<file path="config.mk">
export PLATFORM = sky130hd
export DESIGN_NAME = logic_unit_arbiter
export DESIGN_NICKNAME = d
export VERILOG_FILES = /design/src/rtl/logic_unit_arbiter.sv
export SDC_FILE = /design/constraint.sdc
export NUM_CORES = 1
export LEC_CHECK = 0
export BUFFER_PORTS_ARGS = -buffer_cell sky130_fd_sc_hd__buf_2
export CELL_PAD_IN_SITES_DETAIL_PLACEMENT = 1
export CELL_PAD_IN_SITES_GLOBAL_PLACEMENT = 2
export CORE_UTILIZATION = 29
export CTS_BUF_LIST = sky130_fd_sc_hd__clkbuf_4 sky130_fd_sc_hd__clkbuf_8 sky130_fd_sc_hd__clkbuf_16
export CTS_CLUSTER_DIAMETER = 50
export DETAILED_ROUTE_END_ITERATION = 10
export PLACE_DENSITY = 0.87
export SYNTH_ARGS = -nofsm -noshare
export SYNTH_HDL_FRONTEND = slang
export SYNTH_SLANG_ARGS = --single-unit
</file>
<file path="constraint.sdc">
create_clock -name clk -period 6.5 [get_ports clk]
set_input_delay 0.65 -clock clk [delete_from_list [all_inputs] [get_ports clk]]
set_output_delay 0.65 -clock clk [all_outputs]
set_load 0.05 [all_outputs]
</file>
<file path="src/rtl/logic_unit_arbiter.sv">
// Round-robin arbiter sharing one bitwise logic unit (AND/OR/XOR/NOR) between two requesters.
// Optional grant statistics counters are enabled by defining LOGIC_ARB_STATS_EN.
//
// state | meaning
// IDLE  | no result held, any valid request is accepted
// HOLD  | result held on resp_*, waiting for resp_ready
module logic_unit_arbiter #(
    parameter int WIDTH = 32,
    parameter int CNT_W = 16
) (
    input  logic             clk,
    input  logic             reset_n,
    input  logic             req0_valid,
    output logic             req0_ready,
    input  logic [1:0]       req0_op,
    input  logic [WIDTH-1:0] req0_a,
    input  logic [WIDTH-1:0] req0_b,
    input  logic             req1_valid,
    output logic             req1_ready,
    input  logic [1:0]       req1_op,
    input  logic [WIDTH-1:0] req1_a,
    input  logic [WIDTH-1:0] req1_b,
    output logic             resp_valid,
    input  logic             resp_ready,
    output logic             resp_id,
    output logic [WIDTH-1:0] resp_data
`ifdef LOGIC_ARB_STATS_EN
    ,
    output logic [CNT_W-1:0] grant0_cnt,
    output logic [CNT_W-1:0] grant1_cnt
`endif
);

    typedef enum logic {
        IDLE = 1'b0,
        HOLD = 1'b1
    } state_t;

    localparam logic [1:0] OP_AND = 2'b00;
    localparam logic [1:0] OP_OR  = 2'b01;
    localparam logic [1:0] OP_XOR = 2'b10;
    localparam logic [1:0] OP_NOR = 2'b11;

    if (CNT_W < 1) begin : g_bad_cnt_w
        $error("CNT_W must be at least 1");
    end

    state_t           state;
    state_t           state_nxt;
    logic             last_grant;
    logic             winner;
    logic             can_accept;
    logic             grant0;
    logic             grant1;
    logic             transfer;
    logic [1:0]       sel_op;
    logic [WIDTH-1:0] sel_a;
    logic [WIDTH-1:0] sel_b;
    logic [WIDTH-1:0] result;

    // On a tie the requester that did not win last time gets the unit.
    always_comb begin
        winner = 1'b0;
        if (req0_valid && req1_valid) begin
            winner = ~last_grant;
        end else if (req1_valid) begin
            winner = 1'b1;
        end
    end

    assign can_accept = (state == IDLE) | resp_ready;
    assign grant0     = can_accept & req0_valid & ~winner;
    assign grant1     = can_accept & req1_valid & winner;
    assign transfer   = grant0 | grant1;
    assign req0_ready = grant0;
    assign req1_ready = grant1;
    assign resp_valid = (state == HOLD);

    assign sel_op = winner ? req1_op : req0_op;
    assign sel_a  = winner ? req1_a  : req0_a;
    assign sel_b  = winner ? req1_b  : req0_b;

    always_comb begin
        result = '0;
        case (sel_op)
            OP_AND:  result = sel_a & sel_b;
            OP_OR:   result = sel_a | sel_b;
            OP_XOR:  result = sel_a ^ sel_b;
            OP_NOR:  result = ~(sel_a | sel_b);
            default: result = '0;
        endcase
    end

    always_comb begin
        state_nxt = state;
        case (state)
            IDLE: begin
                if (transfer) begin
                    state_nxt = HOLD;
                end
            end
            HOLD: begin
                if (resp_ready) begin
                    state_nxt = transfer ? HOLD : IDLE;
                end
            end
            default: state_nxt = IDLE;
        endcase
    end

    always_ff @(posedge clk or negedge reset_n) begin
        if (!reset_n) begin
            state <= IDLE;
        end else begin
            state <= state_nxt;
        end
    end

    // Response and pointer only move on an actual transfer, so backpressure holds them stable.
    always_ff @(posedge clk or negedge reset_n) begin
        if (!reset_n) begin
            resp_data  <= '0;
            resp_id    <= 1'b0;
            last_grant <= 1'b1;
        end else if (transfer) begin
            resp_data  <= result;
            resp_id    <= winner;
            last_grant <= winner;
        end
    end

`ifdef LOGIC_ARB_STATS_EN
    always_ff @(posedge clk or negedge reset_n) begin
        if (!reset_n) begin
            grant0_cnt <= '0;
            grant1_cnt <= '0;
        end else begin
            if (grant0 && (grant0_cnt != {CNT_W{1'b1}})) begin
                grant0_cnt <= grant0_cnt + CNT_W'(1);
            end
            if (grant1 && (grant1_cnt != {CNT_W{1'b1}})) begin
                grant1_cnt <= grant1_cnt + CNT_W'(1);
            end
        end
    end
`endif

endmodule
</file>
==> results by group, run 1 <==
Outcome
  – Outcome: finished, final reports clean

Place
  – PortBufs: 172
  – Placer congestion estimate: 0.771
  – Placed insts: between 900 and 1,000
  – HPWL Detailed: 11,100 µm

Synthesis
  – Seq/Total Area, Yosys: 19.2%
  – Cell Area, Synth: approximately 0.0046 mm²
  – Cell variety after synth: 29
  – Syn. warnings: 0
  – Post-synthesis cell count: slightly above 600
  – Number of synthesized register bits: 35
  – Mapped Nets: around 800
  – Syn Area/Cell: around 7.5 µm²

Die
  – I/O Pins: 173
  – Die area: roughly 0.016 mm²
  – Core box area: about 0.015 mm²
  – Initial Util: between 20% and 30%
  – Die Ht: 128 µm
  – Width of the chip: approximately 130 µm
  – Rows: 45

Route
  – DRC viols: 0
  – Post-DR wirelength/cell: approximately 17 µm
  – Initial detailed-routing violation count: roughly 190
  – Post-route ant nets: 0
  – Final WL: approximately 16,000 µm
  – Pre-Repair DR Iteration Count: 5
  – Via count: between 4,000 and 5,000
  – Vias/cell: 4.92

Worst setup path
  – Crit path max-delay cell type: a21bo_4
  – R2r setup slk: ~3.2 ns
  – Nature of the critical path startpoint: flip-flop
  – CP top delay family: compound AO/OA/AOI/OAI gates
  – CP endpoint kind: flip-flop
  – Critical Path AT: 3.36 ns
  – Max incr delay on CP: 0.66 ns
  – Critical-path cell list: a21bo_4 > buf_4 > mux2i_1 > ha_1 > xor2_1 > nand3_1 > o211ai_1 > a32oi_1
  – Crit path max fanout: 53
  – CP required: ~6.6 ns
  – WS Path Type: reg2reg
  – Buffers and inverters on the worst path: 1

Clock network
  – TritonCTS buffer count: 5
  – Post CTS Setup Buffer Count: 0
  – CTS tree: built
  – Post-cts gate resize count: 0
  – CTS Sinks: 35
  – CTS root buf: clkbuf_16
  – Clock tree buffer depth: 2
  – Worst skew pair latency: 0.29 ns
  – Clk slew on worst S/H paths: ~0.060 ns
  – Cts hold-fix bufs: 0
  – H-tree levels: 2

Run
  – Total of max-cap violations: 0

Pwr
  – Max VDD drop: 0.0000821 V
  – Power Density: roughly 210 mW/mm²
  – Leakage: between 3 and 4 nW

Cells and area
  – Nets: 952
  – Area Overhead vs Synth: 24.3%
  – Non-Filler Instances: 963
  – Ant. Diodes: 0
  – Commonest non-fill, non-tap cell in the layout: nand2_1
  – Layout cells sized above 1: between 20% and 30%
  – Most frequent cells in the layout: nand2_1 (197), buf_2 (172), inv_1 (64), ha_1 (64), dfrtp_1 (34)

Global routing
  – Vias in the first global route: around 5,200
  – Total GRT Usage: about a fifth
  – Global route total overflow: 0
  – First-pass GRT wire length: about 26,000 µm
  – Initial antenna violation count: 1
  – Largest net degree at the start of global routing: 54

Worst hold path
  – Hold Crit Class: reg2reg

STA
  – Worst Tran Pin Value: 1.23 ns
  – TNS Setup: 0 ns
  – Min Tclk post-route: between 3 and 4 ns
  – Endpoints failing hold: 0
  – Slew HR: 16.1%
  – Pins over their slew limit: 0
  – Final setup vio count: 0
  – RSZ-0062 raised after global routing: no
  – Period utilisation layout: approximately half
  – FMAX: between 0.3 and 0.4 GHz
  – Max Clock Skew: roughly 0.004 ns
[stage by stage]
step                hold WS, ns  instance area [µm²]  power, mW  utilization [%]  setup slack [ns]
detailed placement        0.494                 5530      0.961             36.1              2.92
finish                    0.495                 5680       1.21             37.1              3.24
floorplan                 0.354                 4570      0.770                -              4.18
global route              0.525                 5680       1.29             37.1              3.06
global placement          0.472                 5530      0.930             36.1              3.06
CTS                       0.510                 5680       1.23             37.1              3.20
[routing by layer]
metal  wire [µm]  global-route usage (%)
met1        7170                    24.9
met2        8070                    37.3
met3         761                    3.02
met4         246                    4.76
met5          13                       0
[cells by family (layout without fill, tap and decap cells)]
logic type	after synthesis	after routing	share of synthesized area, %
AO/OA/AOI/OAI	70	70	12.6
XOR/XNOR	64	64	12.3
adder cells (fa/ha/maj)	64	64	17.5
buffers and inverters	109	250	10.2
flip-flops	35	35	19.2
multiplexers	34	34	7.83
AND/OR/NAND/NOR	235	235	20.4
[where the power goes]
group	switching [mW]	leakage (nW)	internal, mW	total [mW]
combinational	0.447	2.62	0.211	0.658
clock	0.103	0.0773	0.157	0.260
sequential	0.0289	0.420	0.264	0.293
total	0.579	3.11	0.632	1.21
[worst paths after layout]
path | startpoint | to | cells past startpoint
max | last_grant$_DFFE_PN1P_ | resp_data[28]$_DFFE_PN0P_ | 8
min | resp_id$_DFFE_PN0P_ | resp_id$_DFFE_PN0P_ | 1
max reg2reg | last_grant$_DFFE_PN1P_ | resp_data[28]$_DFFE_PN0P_ | 8
min reg2reg | resp_id$_DFFE_PN0P_ | resp_id$_DFFE_PN0P_ | 1
max in group asynchronous | reset_n | resp_data[23]$_DFFE_PN0P_ | 1
min in group asynchronous | reset_n | resp_data[5]$_DFFE_PN0P_ | 1
[layout make-up]
class / count / area (µm²)
clock buffers: 7 / 146
well taps: 211 / 264
inverters: 64 / 240
clock inverters: 1 / 5.00
flip-flops and latches: 35 / 877
multi-input cells: 467 / 3240
fillers: 1976 / 9630
repair buffers: 178 / 906
[synth_stat cells]
library cell    n  area [µm²]
mux2i_4         1        22.5
dfstp_2         1        26.3
o21ai_1         1        5.00
a21bo_1         1        10.0
buf_6           4        45.0
nand2_2         1        6.26
clkbuf_1       18        67.6
o21ai_0         1        5.00
xnor2_1        32         280
a21boi_4        1        18.8
dfrtp_1        34         851
nand2_1       197         739
and3_1          1        6.26
mux2_4          1        15.0
buf_1           2        7.51
buf_2          20         100
o21a_1          1        7.51
and2_1          1        6.26
mux2i_1        32         320
buf_4           1        7.51
nand2b_1        1        6.26
ha_1           64         801
nand3_1        32         160
nor2_1          2        7.51
xor2_1         32         280
o211ai_1       32         240
inv_1          64         240
a32oi_1        32         280
a21o_1          1        7.51
[registers in the layout, indices dropped and copies added (netlist names)]
name and flops:
resp_id 1, resp_valid 1, resp_data 32, last_grant 1
Power figures use the tool's default switching activity.
==> run 2, diff against run 1 <==
--- a/config.mk
+++ b/config.mk
@@ -8,11 +8,11 @@
 export BUFFER_PORTS_ARGS = -buffer_cell sky130_fd_sc_hd__buf_2
 export CELL_PAD_IN_SITES_DETAIL_PLACEMENT = 1
 export CELL_PAD_IN_SITES_GLOBAL_PLACEMENT = 2
-export CORE_UTILIZATION = 29
+export CORE_UTILIZATION = 25
 export CTS_BUF_LIST = sky130_fd_sc_hd__clkbuf_4 sky130_fd_sc_hd__clkbuf_8 sky130_fd_sc_hd__clkbuf_16
 export CTS_CLUSTER_DIAMETER = 50
 export DETAILED_ROUTE_END_ITERATION = 10
-export PLACE_DENSITY = 0.87
+export PLACE_DENSITY = 0.79
 export SYNTH_ARGS = -nofsm -noshare
 export SYNTH_HDL_FRONTEND = slang
 export SYNTH_SLANG_ARGS = --single-unit
==> constraint.sdc (replaced) <==
create_clock -name clk -period 2.7 [get_ports clk]
set_input_delay 0.27 -clock clk [delete_from_list [all_inputs] [get_ports clk]]
set_output_delay 0.27 -clock clk [all_outputs]
set_load 0.05 [all_outputs]
==> results by group, run 2 (synthesis results as in run 1) <==
Clock network
  – Post-cts gate resize count: 0 (unchanged)
  – TritonCTS buffer count: 5 (unchanged)
  – Clock tree buffer depth: 2 (unchanged)
  – Clk slew on worst S/H paths: 0.06 ns (about the same)
  – Worst skew pair latency: 0.28 ns (about the same)
  – Post CTS Setup Buffer Count: 0 (unchanged)
  – H-tree levels: 2 (unchanged)
  – CTS root buf: clkbuf_16
  – Cts hold-fix bufs: 0 (unchanged)
  – CTS tree: built
  – CTS Sinks: 35 (unchanged)

Cells and area
  – Largest register FFs: 32 (unchanged)
  – Layout cells sized above 1: 26.9% (+1.2 points)
  – Most frequent cells in the layout: nand2_1 (197), buf_2 (172), inv_1 (64), ha_1 (64), dfrtp_1 (34)
  – Nets: 962 (+1.1%)
  – Fillers: 2,275 (+15%)
  – Most flops, register: resp_data
  – Multi-input gate area: 0.00325 mm² (about the same)
  – Flip-flop and latch area: 877 µm² (unchanged)
  – Commonest non-fill, non-tap cell in the layout: nand2_1
  – Area Overhead vs Synth: 27.3%

Worst setup path
  – CP endpoint kind: flip-flop
  – Reg2Reg Depth: 8 (unchanged)
  – R2r setup slk: 0.45 ns (-2.79 ns)
  – Critical R2R Capture: resp_data[12]$_DFFE_PN0P_
  – Nature of the critical path startpoint: flip-flop
  – Worst reg2reg startpoint: last_grant$_DFFE_PN1P_
  – Crit path max fanout: 49 (-7.5%)
  – Critical Path AT: 2.36 ns (-1.00 ns)
  – CP required: 2.82 ns (-3.79 ns)
  – WS Path Type: reg2reg

Route
  – Vias/cell: 4.65 (-5.6%)
  – Via count: 4,610 (-2.8%)
  – Initial detailed-routing violation count: 206 (+10%)
  – Pre-Repair DR Iteration Count: 4 (-1)
  – Final WL: 15,000 µm (-7.8%)
  – Post-DR wirelength/cell: 15.1 µm (-10%)
  – DRC viols: 0 (unchanged)
  – Post-route ant nets: 0 (unchanged)

Die
  – Initial Util: 25.4% (-4.4 points)
  – I/O Pins: 173 (unchanged)
  – Core box area: 0.0180 mm² (+17%)
  – Die area: 0.0188 mm² (+16%)
  – Width of the chip: 137 µm (+7.6%)
  – Rows: 49 (+8.9%)
  – Die Ht: 137 µm (+7.6%)

STA
  – Worst setup margin: 0.454 ns (-2.79 ns)
  – FMAX: 0.445 GHz (+45%)
  – RSZ-0062 raised after global routing: no
  – Period utilisation layout: 83.2% (+33 points)
  – Worst Tran Pin Value: 0.975 ns (-0.257 ns)
  – Endpoints failing hold: 0 (unchanged)
  – Final setup vio count: 0 (unchanged)
  – Pins over their slew limit: 0 (unchanged)
  – Min Tclk post-route: 2.25 ns (-1.01 ns)
  – TNS Setup: 0 ns (unchanged)
  – Max Clock Skew: 0.00362 ns (-0.000410 ns)
  – Slew HR: 35.0% (+19 points)

Run
  – Total of max-cap violations: 0 (unchanged)

Place
  – Pre-CTS setup slack: 0.425 ns (-2.50 ns)
  – PortBufs: 172 (unchanged)
  – Placer congestion estimate: 0.712 (-7.6%)
  – HPWL Detailed: 10,900 µm (-1.7%)

Global routing
  – Most used routing layer: met2
  – Global routing usage on met2: 29.3% (-7.9 points)
  – First-pass GRT wire length: 23,800 µm (-9.3%)
  – Grt met3 use: 2.61% (-0.40 points)
  – Initial antenna violation count: 1 (unchanged)
  – Global route total overflow: 0 (unchanged)
  – Vias in the first global route: 4,685 (-9.3%)
  – GR Layer Usage met1: 20.6% (-4.3 points)
  – Largest net degree at the start of global routing: 50 (-7.4%)
  – Total GRT Usage: 16.3% (-4.0 points)

Pwr
  – Max VDD drop: 0.000218 V (+170%)
  – Power Density: 503 mW/mm² (+140%)
  – Leakage: 3.18 nW (+1.9%)

Outcome
  – Outcome: finished, final reports clean

Worst hold path
  – Hold Crit Class: in2async
-- run 2: cell types whose count changed in the layout (fill, tap and decap cells not counted), sizes merged --
| cell | change |
|---|---|
| buf | +10 |
| clkbuf | +1 |
| diode | +1 |
| clkinv | -1 |
-- run 2: report_power, final --
group | leakage [nW] | switching [mW] | internal [mW]
Clock | 0.0806 | 0.246 | 0.404
Combinational | 2.67 | 1.05 | 0.529
Sequential | 0.420 | 0.0625 | 0.635
Total | 3.18 | 1.36 | 1.57
-- run 2: cell type report --
class                           instances  area share (%)
Inverter                               64            4.13
Tap cell                              229            4.92
Antenna cell                            1          0.0430
Timing Repair Buffer                  188            17.3
Multi-Input combinational cell        467            55.8
Sequential cell                        35            15.1
Clock buffer                            8            2.75
-- run 2: critical path: stages, from the launching register on --
cell,delay (ns)
dfstp_2,0.58
a21bo_4,0.18
buf_12,0.27
mux2i_1,0.34
ha_1,0.25
xor2_1,0.15
nand3_1,0.09
o211ai_1,0.11
a32oi_1,0.07
-- run 2: per-layer routing --
metal	up-vias	routed length (µm)	part of all wire [%]
li1	2303	-	-
met1	2198	6860	46
met2	101	7330	49
met3	8	690	4.6
met4	0	115	0.77
met5	-	0	0
-- run 2: how the worst max path moves through the flow --
stage                                           end                    from
after floorplan            resp_data[0]$_DFFE_PN0P_  last_grant$_DFFE_PN1P_
after global placement    resp_data[12]$_DFFE_PN0P_  last_grant$_DFFE_PN1P_
after detailed placement  resp_data[12]$_DFFE_PN0P_  last_grant$_DFFE_PN1P_
after CTS                 resp_data[12]$_DFFE_PN0P_  last_grant$_DFFE_PN1P_
after global routing       resp_data[4]$_DFFE_PN0P_  last_grant$_DFFE_PN1P_
final                     resp_data[12]$_DFFE_PN0P_  last_grant$_DFFE_PN1P_
-- run 2: through the flow --
stage	total power [mW]	utilization [%]	cell area (µm²)	hold slack, ns	cells
after floorplan	1.85	-	4570	-0.0256	611
after global placement	2.29	31.5	5660	0.466	983
after detailed placement	2.31	31.5	5660	0.477	983
after CTS	2.98	32.4	5820	0.178	991
after global routing	3.15	32.4	5820	0.221	991
final	2.93	32.4	5820	0.144	992
